==> src/rtl/alu_pipe.sv <==
// Two-stage pipelined integer ALU with a split lookahead adder.
// Low half adds in stage 1, high half in stage 2 via a registered carry.
module alu_cla #(
  parameter int W     = 16,
  parameter int GROUP = 4
) (
  input  logic [W-1:0] a,
  input  logic [W-1:0] b,
  input  logic         cin,
  output logic [W-1:0] sum,
  output logic         cout
);
  localparam int NG = W / GROUP;

  logic [W-1:0] g;
  logic [W-1:0] p;
  logic         gg;
  logic         pg;
  logic         cg;
  logic         ci;

  assign g = a & b;
  assign p = a ^ b;

  // group generate/propagate, group carry chain, then bit sums per group
  always_comb begin
    sum = '0;
    cg  = cin;
    gg  = 1'b0;
    pg  = 1'b1;
    ci  = 1'b0;
    for (int j = 0; j < NG; j++) begin
      gg = 1'b0;
      pg = 1'b1;
      for (int i = 0; i < GROUP; i++) begin
        gg = g[j*GROUP+i] | (p[j*GROUP+i] & gg);
        pg = pg & p[j*GROUP+i];
      end
      ci = cg;
      for (int i = 0; i < GROUP; i++) begin
        sum[j*GROUP+i] = p[j*GROUP+i] ^ ci;
        ci = g[j*GROUP+i] | (p[j*GROUP+i] & ci);
      end
      cg = gg | (pg & cg);
    end
    cout = cg;
  end
endmodule

module alu_pipe #(
  parameter int WIDTH = 32,
  parameter int GROUP = 4,
  parameter int TAG_W = 5
) (
  input  logic             clk,
  input  logic             rst,
  input  logic             in_valid,
  output logic             in_ready,
  input  logic [2:0]       in_op,
  input  logic [WIDTH-1:0] in_a,
  input  logic [WIDTH-1:0] in_b,
  input  logic [TAG_W-1:0] in_tag,
  output logic             out_valid,
  input  logic             out_ready,
  output logic [WIDTH-1:0] out_result,
  output logic [TAG_W-1:0] out_tag,
  output logic             out_zero,
  output logic             out_overflow,
  output logic             out_carry
);
  localparam int HALF = WIDTH / 2;

  localparam logic [2:0] OP_AND  = 3'b000;
  localparam logic [2:0] OP_OR   = 3'b001;
  localparam logic [2:0] OP_ADD  = 3'b010;
  localparam logic [2:0] OP_SUB  = 3'b011;
  localparam logic [2:0] OP_SLT  = 3'b100;
  localparam logic [2:0] OP_SLTU = 3'b101;
  localparam logic [2:0] OP_XOR  = 3'b110;
  localparam logic [2:0] OP_NOR  = 3'b111;

  logic             s1_valid;
  logic             s2_load;
  logic             accept;
  logic             is_sub;
  logic [WIDTH-1:0] b_x;
  logic [WIDTH-1:0] logic_res;
  logic [HALF-1:0]  lo_sum;
  logic             lo_carry;

  logic [2:0]       s1_op;
  logic [TAG_W-1:0] s1_tag;
  logic [HALF-1:0]  s1_lo_sum;
  logic             s1_lo_carry;
  logic [HALF-1:0]  s1_a_hi;
  logic [HALF-1:0]  s1_b_hi;
  logic [WIDTH-1:0] s1_logic;

  logic [HALF-1:0]  hi_sum;
  logic             co;
  logic             v;
  logic [WIDTH-1:0] res;
  logic             res_ovf;
  logic             res_cy;

  assign s2_load  = s1_valid && (!out_valid || out_ready);
  assign in_ready = !rst && (!s1_valid || s2_load);
  assign accept   = in_valid && in_ready;
  assign is_sub   = (in_op == OP_SUB) || (in_op == OP_SLT)
                 || (in_op == OP_SLTU);
  assign b_x      = is_sub ? ~in_b : in_b;

  // full-width logic result, registered alongside the add operands
  always_comb begin
    logic_res = '0;
    unique case (in_op)
      OP_AND:  logic_res = in_a & in_b;
      OP_OR:   logic_res = in_a | in_b;
      OP_XOR:  logic_res = in_a ^ in_b;
      OP_NOR:  logic_res = ~(in_a | in_b);
      default: logic_res = '0;
    endcase
  end

  alu_cla #(.W(HALF), .GROUP(GROUP)) u_lo (
    .a    (in_a[HALF-1:0]),
    .b    (b_x[HALF-1:0]),
    .cin  (is_sub),
    .sum  (lo_sum),
    .cout (lo_carry)
  );

  alu_cla #(.W(HALF), .GROUP(GROUP)) u_hi (
    .a    (s1_a_hi),
    .b    (s1_b_hi),
    .cin  (s1_lo_carry),
    .sum  (hi_sum),
    .cout (co)
  );

  // stage 1 register: low-half sum plus everything stage 2 needs
  always_ff @(posedge clk) begin
    if (rst) begin
      s1_valid    <= 1'b0;
      s1_op       <= '0;
      s1_tag      <= '0;
      s1_lo_sum   <= '0;
      s1_lo_carry <= 1'b0;
      s1_a_hi     <= '0;
      s1_b_hi     <= '0;
      s1_logic    <= '0;
    end else begin
      s1_valid <= accept || (s1_valid && !s2_load);
      if (accept) begin
        s1_op       <= in_op;
        s1_tag      <= in_tag;
        s1_lo_sum   <= lo_sum;
        s1_lo_carry <= lo_carry;
        s1_a_hi     <= in_a[WIDTH-1:HALF];
        s1_b_hi     <= b_x[WIDTH-1:HALF];
        s1_logic    <= logic_res;
      end
    end
  end

  // stage 2: finish the sum, pick the result and derive flags
  always_comb begin
    v = (s1_a_hi[HALF-1] == s1_b_hi[HALF-1])
     && (hi_sum[HALF-1] != s1_a_hi[HALF-1]);
    res     = '0;
    res_ovf = 1'b0;
    res_cy  = 1'b0;
    unique case (s1_op)
      OP_ADD, OP_SUB: begin
        res     = {hi_sum, s1_lo_sum};
        res_ovf = v;
        res_cy  = co;
      end
      OP_SLT: begin
        res[0] = hi_sum[HALF-1] ^ v;
        res_cy = co;
      end
      OP_SLTU: begin
        res[0] = ~co;
        res_cy = co;
      end
      default: res = s1_logic;
    endcase
  end

  // output register: loads on advance, holds under backpressure
  always_ff @(posedge clk) begin
    if (rst) begin
      out_valid    <= 1'b0;
      out_result   <= '0;
      out_tag      <= '0;
      out_zero     <= 1'b0;
      out_overflow <= 1'b0;
      out_carry    <= 1'b0;
    end else if (s2_load) begin
      out_valid    <= 1'b1;
      out_result   <= res;
      out_tag      <= s1_tag;
      out_zero     <= (res == '0);
      out_overflow <= res_ovf;
      out_carry    <= res_cy;
    end else if (out_ready) begin
      out_valid <= 1'b0;
    end
  end
endmodule

==> config.mk <==
export PLATFORM = sky130hd
export DESIGN_NAME = alu_pipe
export DESIGN_NICKNAME = d
export VERILOG_FILES = /design/src/rtl/alu_pipe.sv
export SDC_FILE = /design/constraint.sdc
export NUM_CORES = 1
export LEC_CHECK = 0
export CAP_MARGIN = 10
export CELL_PAD_IN_SITES_DETAIL_PLACEMENT = 1
export CELL_PAD_IN_SITES_GLOBAL_PLACEMENT = 2
export CORE_MARGIN = 2
export CORE_UTILIZATION = 36
export CTS_CLUSTER_DIAMETER = 120
export DETAILED_ROUTE_END_ITERATION = 10
export HOLD_SLACK_MARGIN = 0.02
export PLACE_DENSITY = 0.93
export SYNTH_ARGS = -nofsm -noshare
export SYNTH_HDL_FRONTEND = slang
export SYNTH_HIERARCHICAL = 1
export SYNTH_SLANG_ARGS = --single-unit
==> constraint.sdc <==
create_clock -name clk -period 13.5 [get_ports clk]
set_clock_uncertainty 0.05 [all_clocks]
set_input_delay 4.05 -clock clk [delete_from_list [all_inputs] [get_ports clk]]
set_output_delay 4.05 -clock clk [all_outputs]
set_load 0.01 [all_outputs]
# --- Yosys cells after proc, flatten, opt, wreduce, memory -nomap -nowiden ---
# Cells that the tools add are included.
op_classes:
  n_eq_ne: 12
  muxes: 8
  bitwise: 179
  n_reduce_logical: 20
op_table:
  columns: ["operator", "n"]
  rows:
  - ["32-bit case mux with 4 select lines", 1]
  - ["1-bit bitwise AND", 80]
  - ["32-bit inverter", 2]
  - ["31-bit case mux with 2 select lines", 1]
  - ["1-bit bitwise OR", 56]
  - ["1-bit XOR", 33]
  - ["16-bit bitwise AND", 2]
  - ["32-bit bitwise AND", 1]
  - ["32-bit logical NOT", 1]
  - ["32-bit two-way mux", 1]
  - ["32-bit bitwise OR", 1]
  - ["16-bit XOR", 2]
  - ["32-bit XOR", 1]
  - ["3-bit equality test (second input constant)", 6]
  - ["3-bit by 2-bit equality test with 1-bit output (second input constant)", 3]
  - ["1-bit logical AND", 5]
  - ["1-bit logical OR", 5]
  - ["1-bit logical NOT", 4]
  - ["1-bit two-way mux", 4]
  - ["2-bit OR reduction", 2]
  - ["4-bit OR reduction", 1]
  - ["3-bit by 1-bit equality test with 1-bit output (second input constant)", 1]
  - ["3-bit logical NOT", 1]
  - ["1-bit case mux with 3 select lines", 1]
  - ["4 further kinds", 4]
totals:
  reg_bits: 131
  inputBits: 76
  out_inout_bits: 42
  wordCells: 233

# --- Depth between registers and ports, before layout ---
# Gate-level depths: netlist of run 1.
logic_depth:
  depth_word: 24
  depth_mapped: 16
  ltp_nobuf: 15

# --- By module ---
# The synthesis of run 1 kept the hierarchy.
by_module_without_submodules:
  columns: ["mod", "n_inst", "cells_per_inst", "area_each_um2", "seq_area_each_um2"]
  rows:
  - ["alu_pipe", 1, 925, 7414.6, 2622.5]
  - ["alu_cla", 2, 63, 644.4, 0.0]

# --- Worst setup path after synthesis of run 1 ---
# Ideal clock, no wire load.
synth_path:
  kind: "input -> output"
  start: "in rst"
  end: "out in_ready"
  arrival_time_ps: 4914
  slack_ps: 4486
  path_stages: 4
  path_cell_list: "clkbuf_1 clkbuf_1 clkbuf_1 a21oi_1"
synth_between:
  elab_chain_len: 2
synth_rtl:
  columns: ["item", "line", "text"]
  rows:
  - ["from (decl)", "56", "input logic rst,"]
  - ["1-bit logical NOT", "107", "assign in_ready = !rst && (!s1_valid || s2_load);"]
  - ["1-bit logical AND", "107", null]
  - ["to (decl)", "58", "output logic in_ready,"]
# No other way between the ends.

# --- Worst setup path after layout of run 1 ---
layout_path:
  start: "in out_ready"
  end: "out in_ready"
layout_between:
  elab_chain_len: 4
layout_rtl:
  columns: ["item", "line", "text"]
  rows:
  - ["from (decl)", "64", "input logic out_ready,"]
  - ["1-bit logical OR", "106", "assign s2_load = s1_valid && (!out_valid || out_ready);"]
  - ["1-bit logical AND", "106", null]
  - ["1-bit logical OR", "107", null]
  - ["1-bit logical AND", "107", null]
# No other way between the ends.

==> impl_metrics.csv, run 1 <==
group,metric,value,unit
run_status,status,"finished, final reports clean",
synthesis,synth_edf_count,0,
clock_network,clk-insertion-delay-late,0.42,ns
route,drc,0,
die,die_h,159,um
timing,worst_slew_pin_slew,0.816,ns
timing,fin_tns_setup,0,ns
grt,antenna_found_initial,0,
clock_network,cts_setup_buffers,0,
synthesis,ys.flop_type,"dfxtp_1",
clock_network,cts_buffers,17,
grt,grt-ovfl-total,0,
critical_path,worstPathArrival,5.57,ns
cells_and_area,area_growth_syn_to_layout,22.9,%
cells_and_area,final_cell_mix,"nor2_1, dfxtp_1, clkdlybuf4s50_1",
critical_path,crit_fanout,6,
die,std_cell_rows,56,
synthesis,synth.avg_cell_area,8.28,um^2
clock_network,cts.clk_slew.worst_paths,0.06,ns
clock_network,clkSinkCount,131,
clock_network,ctsHoldBuffers,0,
route,drtIter0Drc,428,
synthesis,ys_async_sr_fraction,0,%
timing,fmax,103,MHz
route,wl_per_cell,17.4,um
timing,setup_violations,0,
place,io_buffers,117,
place,dp_hpwl,18.5,mm
power,power.density,113,nW/um^2
clock_network,cts-root-buf,"clkbuf_16",
timing,grt_setup_unrepaired,"false",
cells_and_area,mostFrequentLayoutCell,"nor2_1",
die,dieWidth,159,um
route,antenna_left,0,
synthesis,ys_seq_elements,131,
power,ir_worst_vdd,0.0935,mV
cells_and_area,num_antenna_cells,0,
die,initial_utilization,36.9,%
timing,worst_slack,3.83,ns
route,vias_per_cell,5.17,
critical_path,worst_setup_path_end_kind,"output pin",
clock_network,cts_tree,"built",
synthesis,ys_types,48,
grt,grt-busiest-layer,"met2",
clock_network,cts_max_level,4,
cells_and_area,drive_gt1_share,4.47,%
place,place.gp.congestion,0.812,
synthesis,syn_nets,1248,
grt,use_met3,2.92,%
grt,track_usage,20.1,%
critical_path,crit_type,"in -> out",
grt,grtUsageMet1,27.5,%
route,drt-total-wl,25.3,mm
grt,met2_usage,32.8,%
grt,grt_max_degree,77,
die,core_area,23600,um^2
clock_network,cts_resized,0,
timing,slew_headroom,45.6,%
clock_network,clk_path_buf_depth,2,
die,die_area,25400,um^2
critical_path,startpoint_type,"input pin",
timing,min_period,9.67,ns
synthesis,synth_seq_area_share,30.1,%
grt,grt_pass1_wl,40.9,mm
run,maxCapViolations,0,
timing,drv_slew,0,
route,firstDrtPassIters,5,
grt,grt_pass1_vias,7867,
die,ios,118,
timing,finalHoldViolations,0,
place,dpl_worst_slack,3.85,ns
critical_path,required,9.40,ns
synthesis,syn-cell-area,8700,um^2
power,p_leak,4.50,nW
cells_and_area,nets,1324,
synthesis,yosysWarnings,6,
timing,fin_crit_sh,71.6,%
synthesis,syn_inst,1051,
route,vias,7546,
hold_path,hp-class,"reg -> reg",
## final timing paths
| path | from | endpoint | slack, ns | depth (start not counted) |
|---|---|---|---|---|
| worst max-delay path | out_ready | in_ready | 3.83 | 4 |
| worst min-delay path | out_tag[1]$_SDFFE_PP0P_ | out_tag[1]$_SDFFE_PP0P_ | 0.40 | 2 |
| worst max register to register | s1_a_hi[1]$_SDFFE_PP0P_ | out_result[0]$_SDFFE_PP0P_ | 9.13 | 13 |
| worst min register to register | out_tag[1]$_SDFFE_PP0P_ | out_tag[1]$_SDFFE_PP0P_ | 0.40 | 2 |
## stage by stage
step	hold WS (ns)	util [%]	instance area (um^2)	power (W)	std cells
3_3_place_gp	0.391	42.7	10100	0.000724	1427
3_5_place_dp	0.399	42.7	10100	0.000737	1427
5_1_grt	0.436	45.3	10700	0.00127	1459
4_1_cts	0.407	45.3	10700	0.00122	1459
2_1_floorplan	0.382	-	8700	0.000627	1051
6_report	0.402	45.3	10700	0.00121	1459
## flip-flops by register name (all words and copies together) (netlist names), 3 cells and up
| signal | cells |
|---|---|
| out_tag | 5 |
| s1_tag | 5 |
| s1_a_hi | 16 |
| s1_lo_sum | 16 |
| s1_op | 3 |
| s1_b_hi | 16 |
| out_result | 32 |
| s1_logic | 32 |
## synthesized netlist by cell type, drive strengths merged, types with 4 or more instances
master    n  area [um^2]
nand3b   41          308
nand4     8         50.1
fa       24          480
nor3     65          325
inv      88          330
nand2b   21          131
a22oi    12         90.1
nor4      7         43.8
xor2      8         70.1
nor2    146          548
buf      28          139
o21ai    54          270
a211oi   65          498
ha       97         1210
xnor2    32          280
or4       6         48.8
clkbuf   43          161
nand2    67          251
mux2i    38          380
dfxtp   131         2620
a31oi     4         25.0
a21oi    31          155
## layer usage
metal / wire (um) / up-vias
met2: 11600 / 140
met3: 784 / 16
met5: 0 / -
met1: 12700 / 3631
li1: - / 3759
met4: 312 / 0
## logic make-up after synthesis
| kind of cell | Yosys count | synth area share, % |
|---|---|---|
| simple gates | 374 | 20.7 |
| compound gates | 188 | 14.1 |
| buf+inv | 159 | 7.25 |
| flops | 131 | 30.1 |
| fa+ha+maj | 121 | 19.5 |
| xor+xnor | 40 | 4.03 |
| mux | 38 | 4.37 |
## final cells by class
| class | instances | area [um^2] |
|---|---|---|
| tap | 319 | 399 |
| sequential | 131 | 2620 |
| fill | 2819 | 12900 |
| multi-input combinational | 761 | 5480 |
| inverter | 88 | 330 |
| clock inverter | 9 | 126 |
| timing repair buffer | 128 | 1250 |
| clock buffer | 23 | 488 |
## report_power, final
group,switching [W],internal (W)
registers,0.0000275,0.000420
logic,0.000160,0.000124
clock network,0.000167,0.000309
## worst max-delay path, cell delays in order
cell and delay, ns:
clkdlybuf4s50_1 0.41, nor2b_1 0.44, a21oi_1 0.15, clkdlybuf4s50_1 0.52
No activity file was read; power rests on OpenSTA's default activity.
==> run 2, diff against run 1 <==
Settings changed: CORE_UTILIZATION 36 to 33, PLACE_DENSITY 0.93 to 0.87.
Clock period 13.5 ns to 9.62 ns, I/O delays scaled along.
==> run 2 against run 1 <==
  * Core utilization fell by 4.5 points
  * Sequential share of layout area rose by 0.19 points
  * Clock power rose by 23%
  * Count of clock-buffer cells in the layout did not move
  * Cell count rose by 0.96%
  * Final area fell by 0.78%
  * Wire length fell by 1.7%
  * Via count fell by 0.81%
==> impl_metrics.csv, run 2 (synthesis results as in run 1) <==
group,metric,value,unit
clock_network,clkSinkCount,131,
cells_and_area,fill_cells,3102,
cells_and_area,num_antenna_cells,0,
clock_network,ctsHoldBuffers,0,
critical_path,r2r_cells,13,
route,drt-total-wl,24.9,mm
power,intPower,0.00110,W
timing,grt_setup_unrepaired,"false",
grt,grt_max_degree,82,
clock_network,cts_tree,"built",
route,drc,0,
clock_network,cts_setup_buffers,0,
timing,worst_slack,2.32,ns
clock_network,clk_path_buf_depth,2,
grt,antenna_found_initial,0,
die,ios,118,
place,dp.cells,1441,
critical_path,worst_setup_path_end_kind,"output pin",
hold_path,hp-class,"reg -> reg",
cells_and_area,mostFrequentLayoutCell,"nor2_1",
critical_path,worstPathArrival,4.36,ns
route,wl_per_cell,16.9,um
power,p_clk_share,36.3,%
grt,grt_pass1_vias,7534,
cells_and_area,fin_util,40.8,%
route,vias,7485,
die,core_area,26000,um^2
place,post_dp_cell_area,10100,um^2
clock_network,cts_max_level,4,
power,power.density,152,nW/um^2
clock_network,cts.clk_slew.worst_paths,0.05,ns
route,drtIter0Drc,403,
timing,slew_headroom,23.4,%
timing,fmax,137,MHz
timing,drv_slew,0,
timing,fin_crit_sh,75.8,%
power,p_leak,4.44,nW
timing,min_period,7.30,ns
critical_path,crit_fanout,6,
grt,grt_pass1_wl,40.5,mm
route,antenna_left,0,
clock_network,cts-root-buf,"clkbuf_16",
critical_path,required,6.68,ns
die,die_h,166,um
grt,grt-ovfl-total,0,
cells_and_area,drive_gt1_share,4.13,%
clock_network,cts_resized,0,
run_status,status,"finished, final reports clean",
die,die_area,27700,um^2
route,vias_per_cell,5.08,
clock_network,clk-insertion-delay-late,0.43,ns
critical_path,startpoint_type,"input pin",
place,io_buffers,117,
power,sw_frac_of_total,31.4,%
cells_and_area,final_cell_mix,"nor2_1, dfxtp_1, clkdlybuf4s50_1",
cells_and_area,fin_cells,1473,
run,maxCapViolations,0,
die,dieWidth,166,um
timing,finalHoldViolations,0,
hold_path,min_path_cells,2,
critical_path,crit_type,"in -> out",
power,combPwrFrac,24.5,%
clock_network,cts_buffers,17,
route,firstDrtPassIters,5,
grt,track_usage,18.1,%
cells_and_area,area_growth_syn_to_layout,21.9,%
power,p_sw,0.000504,W
timing,worst_slew_pin_slew,1.15,ns
place,dpl_worst_slack,2.13,ns
cells_and_area,nets,1322,
timing,fin_tns_setup,0,ns
die,std_cell_rows,59,
cells_and_area,design_area,10600,um^2
die,initial_utilization,33.5,%
place,dp_hpwl,18.8,mm
power,seq_power_share,39.2,%
place,place.gp.congestion,0.785,
timing,setup_violations,0,
cells_and_area,biggestRegsByFlops,"out_result: 32 flops, s1_logic: 32 flops",
power,ir_worst_vdd,0.138,mV
## run 2: area by class of cell
type	count	area (um^2)	share of cell area, %
Clock inverter	9	57.6	0.543
Clock buffer	23	468	4.41
Tap cell	335	419	3.95
Sequential cell	131	2620	24.7
Timing Repair Buffer	126	1230	11.6
Multi-Input combinational cell	761	5480	51.6
Inverter	88	330	3.11
## run 2: power by group through the flow
| stage | logic (W) | clock network (W) | registers (W) |
|---|---|---|---|
| finish | 0.000394 | 0.000584 | 0.000630 |
| global route | 0.000442 | 0.000618 | 0.000636 |
| CTS | 0.000398 | 0.000595 | 0.000629 |
| detailed placement | 0.000395 | 0 | 0.000641 |
| global placement | 0.000381 | 0 | 0.000639 |
| floorplan | 0.000247 | 0 | 0.000632 |
## run 2: routing by layer
metal,vias up,routed length [um],track usage [%]
met2,148,10600,27.7
met3,19,1070,3.10
li1,3761,-,-
met5,-,0,0
met1,3557,12900,26.6
met4,0,258,4.31
## run 2: worst paths after layout
path / endpoint / slack, ns / start
setup / recovery: in_ready / 2.32 / out_ready
hold / removal: out_carry$_SDFFE_PP0P_ / 0.40 / out_carry$_SDFFE_PP0P_
setup reg to reg: out_result[0]$_SDFFE_PP0P_ / 5.19 / s1_a_hi[2]$_SDFFE_PP0P_
hold reg to reg: out_carry$_SDFFE_PP0P_ / 0.40 / out_carry$_SDFFE_PP0P_
## run 2: worst max-delay path, stage by stage
cell and delay [ns]:
clkdlybuf4s50_1 0.42, nor2b_1 0.42, a21oi_1 0.13, clkdlybuf4s50_1 0.50
## run 2: metrics by stage
step	hold slack (ns)	total power (W)
final	0.403	0.00161
after global routing	0.423	0.00170
after CTS	0.410	0.00162
after detailed placement	0.402	0.00104
after global placement	0.392	0.00102
after floorplan	0.382	0.000879
==> run 3, diff against run 2 <==
Clock period 9.62 ns to 7.5 ns, I/O delays scaled along.
==> run 3 against run 2 <==
  * Final area is 0.57% higher
  * Die area unchanged
  * Combinational power grew 29%
  * Cell count stayed put
  * Count of clock-buffer cells in the layout up 2
  * Sequential power grew 28%
  * Clock power grew 36%
  * Core utilization rose by 0.23 points
==> impl_metrics.csv, run 3 (synthesis results as in run 1) <==
group,metric,value,unit
run_status,status,"finished, final reports clean",
timing,grt_setup_unrepaired,"false",
critical_path,r2r_cells,13,
timing,setup_violations,0,
route,drc,0,
clock_network,cts-root-buf,"clkbuf_16",
critical_path,worst_setup_path_end_kind,"register",
route,antenna_left,0,
grt,use_met3,2.67,%
grt,met2_usage,27.7,%
timing,fin_crit_sh,83.1,%
power,power.density,198,nW/um^2
timing,holdWs,0.399,ns
clock_network,cts_setup_buffers,0,
die,dieWidth,166,um
timing,finalHoldViolations,0,
cells_and_area,num_antenna_cells,0,
clock_network,ctsHoldBuffers,0,
hold_path,min_path_cells,2,
cells_and_area,biggestRegsByFlops,"out_result: 32 flops, s1_logic: 32 flops",
grt,grt-busiest-layer,"met2",
clock_network,clk-insertion-delay-late,0.42,ns
power,ir_worst_vdd,0.158,mV
cells_and_area,mostFrequentLayoutCell,"nor2_1",
clock_network,cts_buffers,17,
critical_path,cp_common_cell,"fa_1",
route,vias,7457,
die,die_area,27700,um^2
route,wl_per_cell,16.9,um
critical_path,worstPathArrival,6.45,ns
hold_path,hp-class,"reg -> reg",
die,die_h,166,um
grt,grt-ovfl-total,0,
cells_and_area,nets,1325,
grt,grt_max_degree,81,
place,io_buffers,117,
grt,grt_pass1_wl,39.8,mm
route,drtIter0Drc,478,
cells_and_area,fill_cells,3083,
critical_path,crit_path_max_incr_delay,0.61,ns
clock_network,clk_path_buf_depth,2,
grt,grtUsageMet1,26.4,%
timing,worst_slew_pin_slew,0.830,ns
die,std_cell_rows,59,
die,core_area,26000,um^2
timing,fin_tns_setup,0,ns
critical_path,crit_type,"in -> reg",
timing,drv_slew,0,
critical_path,crit_fanout,25,
clock_network,clkSinkCount,131,
die,ios,118,
timing,slew_headroom,44.7,%
grt,track_usage,17.9,%
clock_network,cts_tree,"built",
clock_network,cts_max_level,4,
clock_network,cts_resized,0,
critical_path,required,7.72,ns
critical_path,crit_chain,"clkdlybuf4s50_1 > nand2_1 > mux2i_4 > buf_4 > xnor2_1 > ha_1 > a21oi_1 > nor2_1 > a211oi_2 > inv_1 > fa_1 > fa_1 > fa_1 > xor2_1 > nand2_1 > o21ai_1",
critical_path,rrSetupSlack,3.05,ns
critical_path,startpoint_type,"input pin",
route,drt-total-wl,24.8,mm
power,fin_total_pwr,0.00211,W
route,firstDrtPassIters,5,
timing,fmax,161,MHz
clock_network,cts.clk_slew.worst_paths,0.06,ns
critical_path,cp_slowest_cell,"clkdlybuf4s50_1",
route,vias_per_cell,5.06,
power,p_leak,4.48,nW
place,dp_hpwl,18.8,mm
run,maxCapViolations,0,
place,place.gp.congestion,0.847,
die,initial_utilization,33.5,%
cells_and_area,final_cell_mix,"nor2_1, dfxtp_1, clkdlybuf4s50_1",
cells_and_area,area_growth_syn_to_layout,22.6,%
grt,antenna_found_initial,0,
grt,grt_pass1_vias,7426,
timing,min_period,6.23,ns
cells_and_area,drive_gt1_share,4.31,%
==> run 3: changes by cell type in the layout (fill, tap and decap cells not counted) <==
| cell | delta |
|---|---|
| buf_4 | +3 |
| clkinv_2 | -3 |
| clkinvlp_4 | -1 |
| clkbuf_1 | -2 |
| clkbuf_8 | +4 |
| bufinv_16 | +1 |
| clkinv_4 | -2 |
==> run 3: final timing paths <==
check	startpoint	end
min	out_carry$_SDFFE_PP0P_	out_carry$_SDFFE_PP0P_
max reg2reg	s1_b_hi[1]$_SDFFE_PP0P_	out_result[0]$_SDFFE_PP0P_
max	in_op[1]	s1_lo_sum[15]$_SDFFE_PP0P_
min reg2reg	out_carry$_SDFFE_PP0P_	out_carry$_SDFFE_PP0P_
==> run 3: through the flow <==
step / utilization, % / cells / setup WS (ns) / cell area (um^2)
final: 41.1 / 1473 / 1.27 / 10700
after global routing: 41.1 / 1473 / 0.971 / 10700
after CTS: 41.1 / 1473 / 1.25 / 10700
after detailed placement: 38.9 / 1444 / 0.819 / 10100
after global placement: 38.9 / 1444 / 0.926 / 10100
after floorplan: - / 1051 / 1.78 / 8700
==> run 3: power breakdown <==
| group | switching (W) | leakage (nW) | internal (W) |
|---|---|---|---|
| registers | 0.0000507 | 1.08 | 0.000756 |
| logic | 0.000283 | 3.12 | 0.000224 |
| clock network | 0.000294 | 0.277 | 0.000502 |
==> run 3: worst max-delay path, delay by kind of cell <==
kind	cells	cell delay, ns
XOR/XNOR	2	0.33
multiplexers	1	0.46
buffers and inverters	3	1.18
adder cells (fa/ha/maj)	4	1.43
AND/OR/NAND/NOR	3	0.26
AO/OA/AOI/OAI	3	0.52
==> run 3: layer usage <==
| metal | wire (um) | up-vias |
|---|---|---|
| li1 | - | 3746 |
| met1 | 12900 | 3557 |
| met2 | 10800 | 139 |
| met3 | 890 | 15 |
| met4 | 235 | 0 |
| met5 | 0 | - |
==> run 3: cell type report <==
cell class	instances	area, um^2	area share [%]
clock inverter	4	47.5	0.446
timing repair buffer	129	1260	11.8
tap	335	419	3.93
multi-input combinational	761	5480	51.3
inverter	88	330	3.10
clock buffer	25	515	4.83
sequential	131	2620	24.6
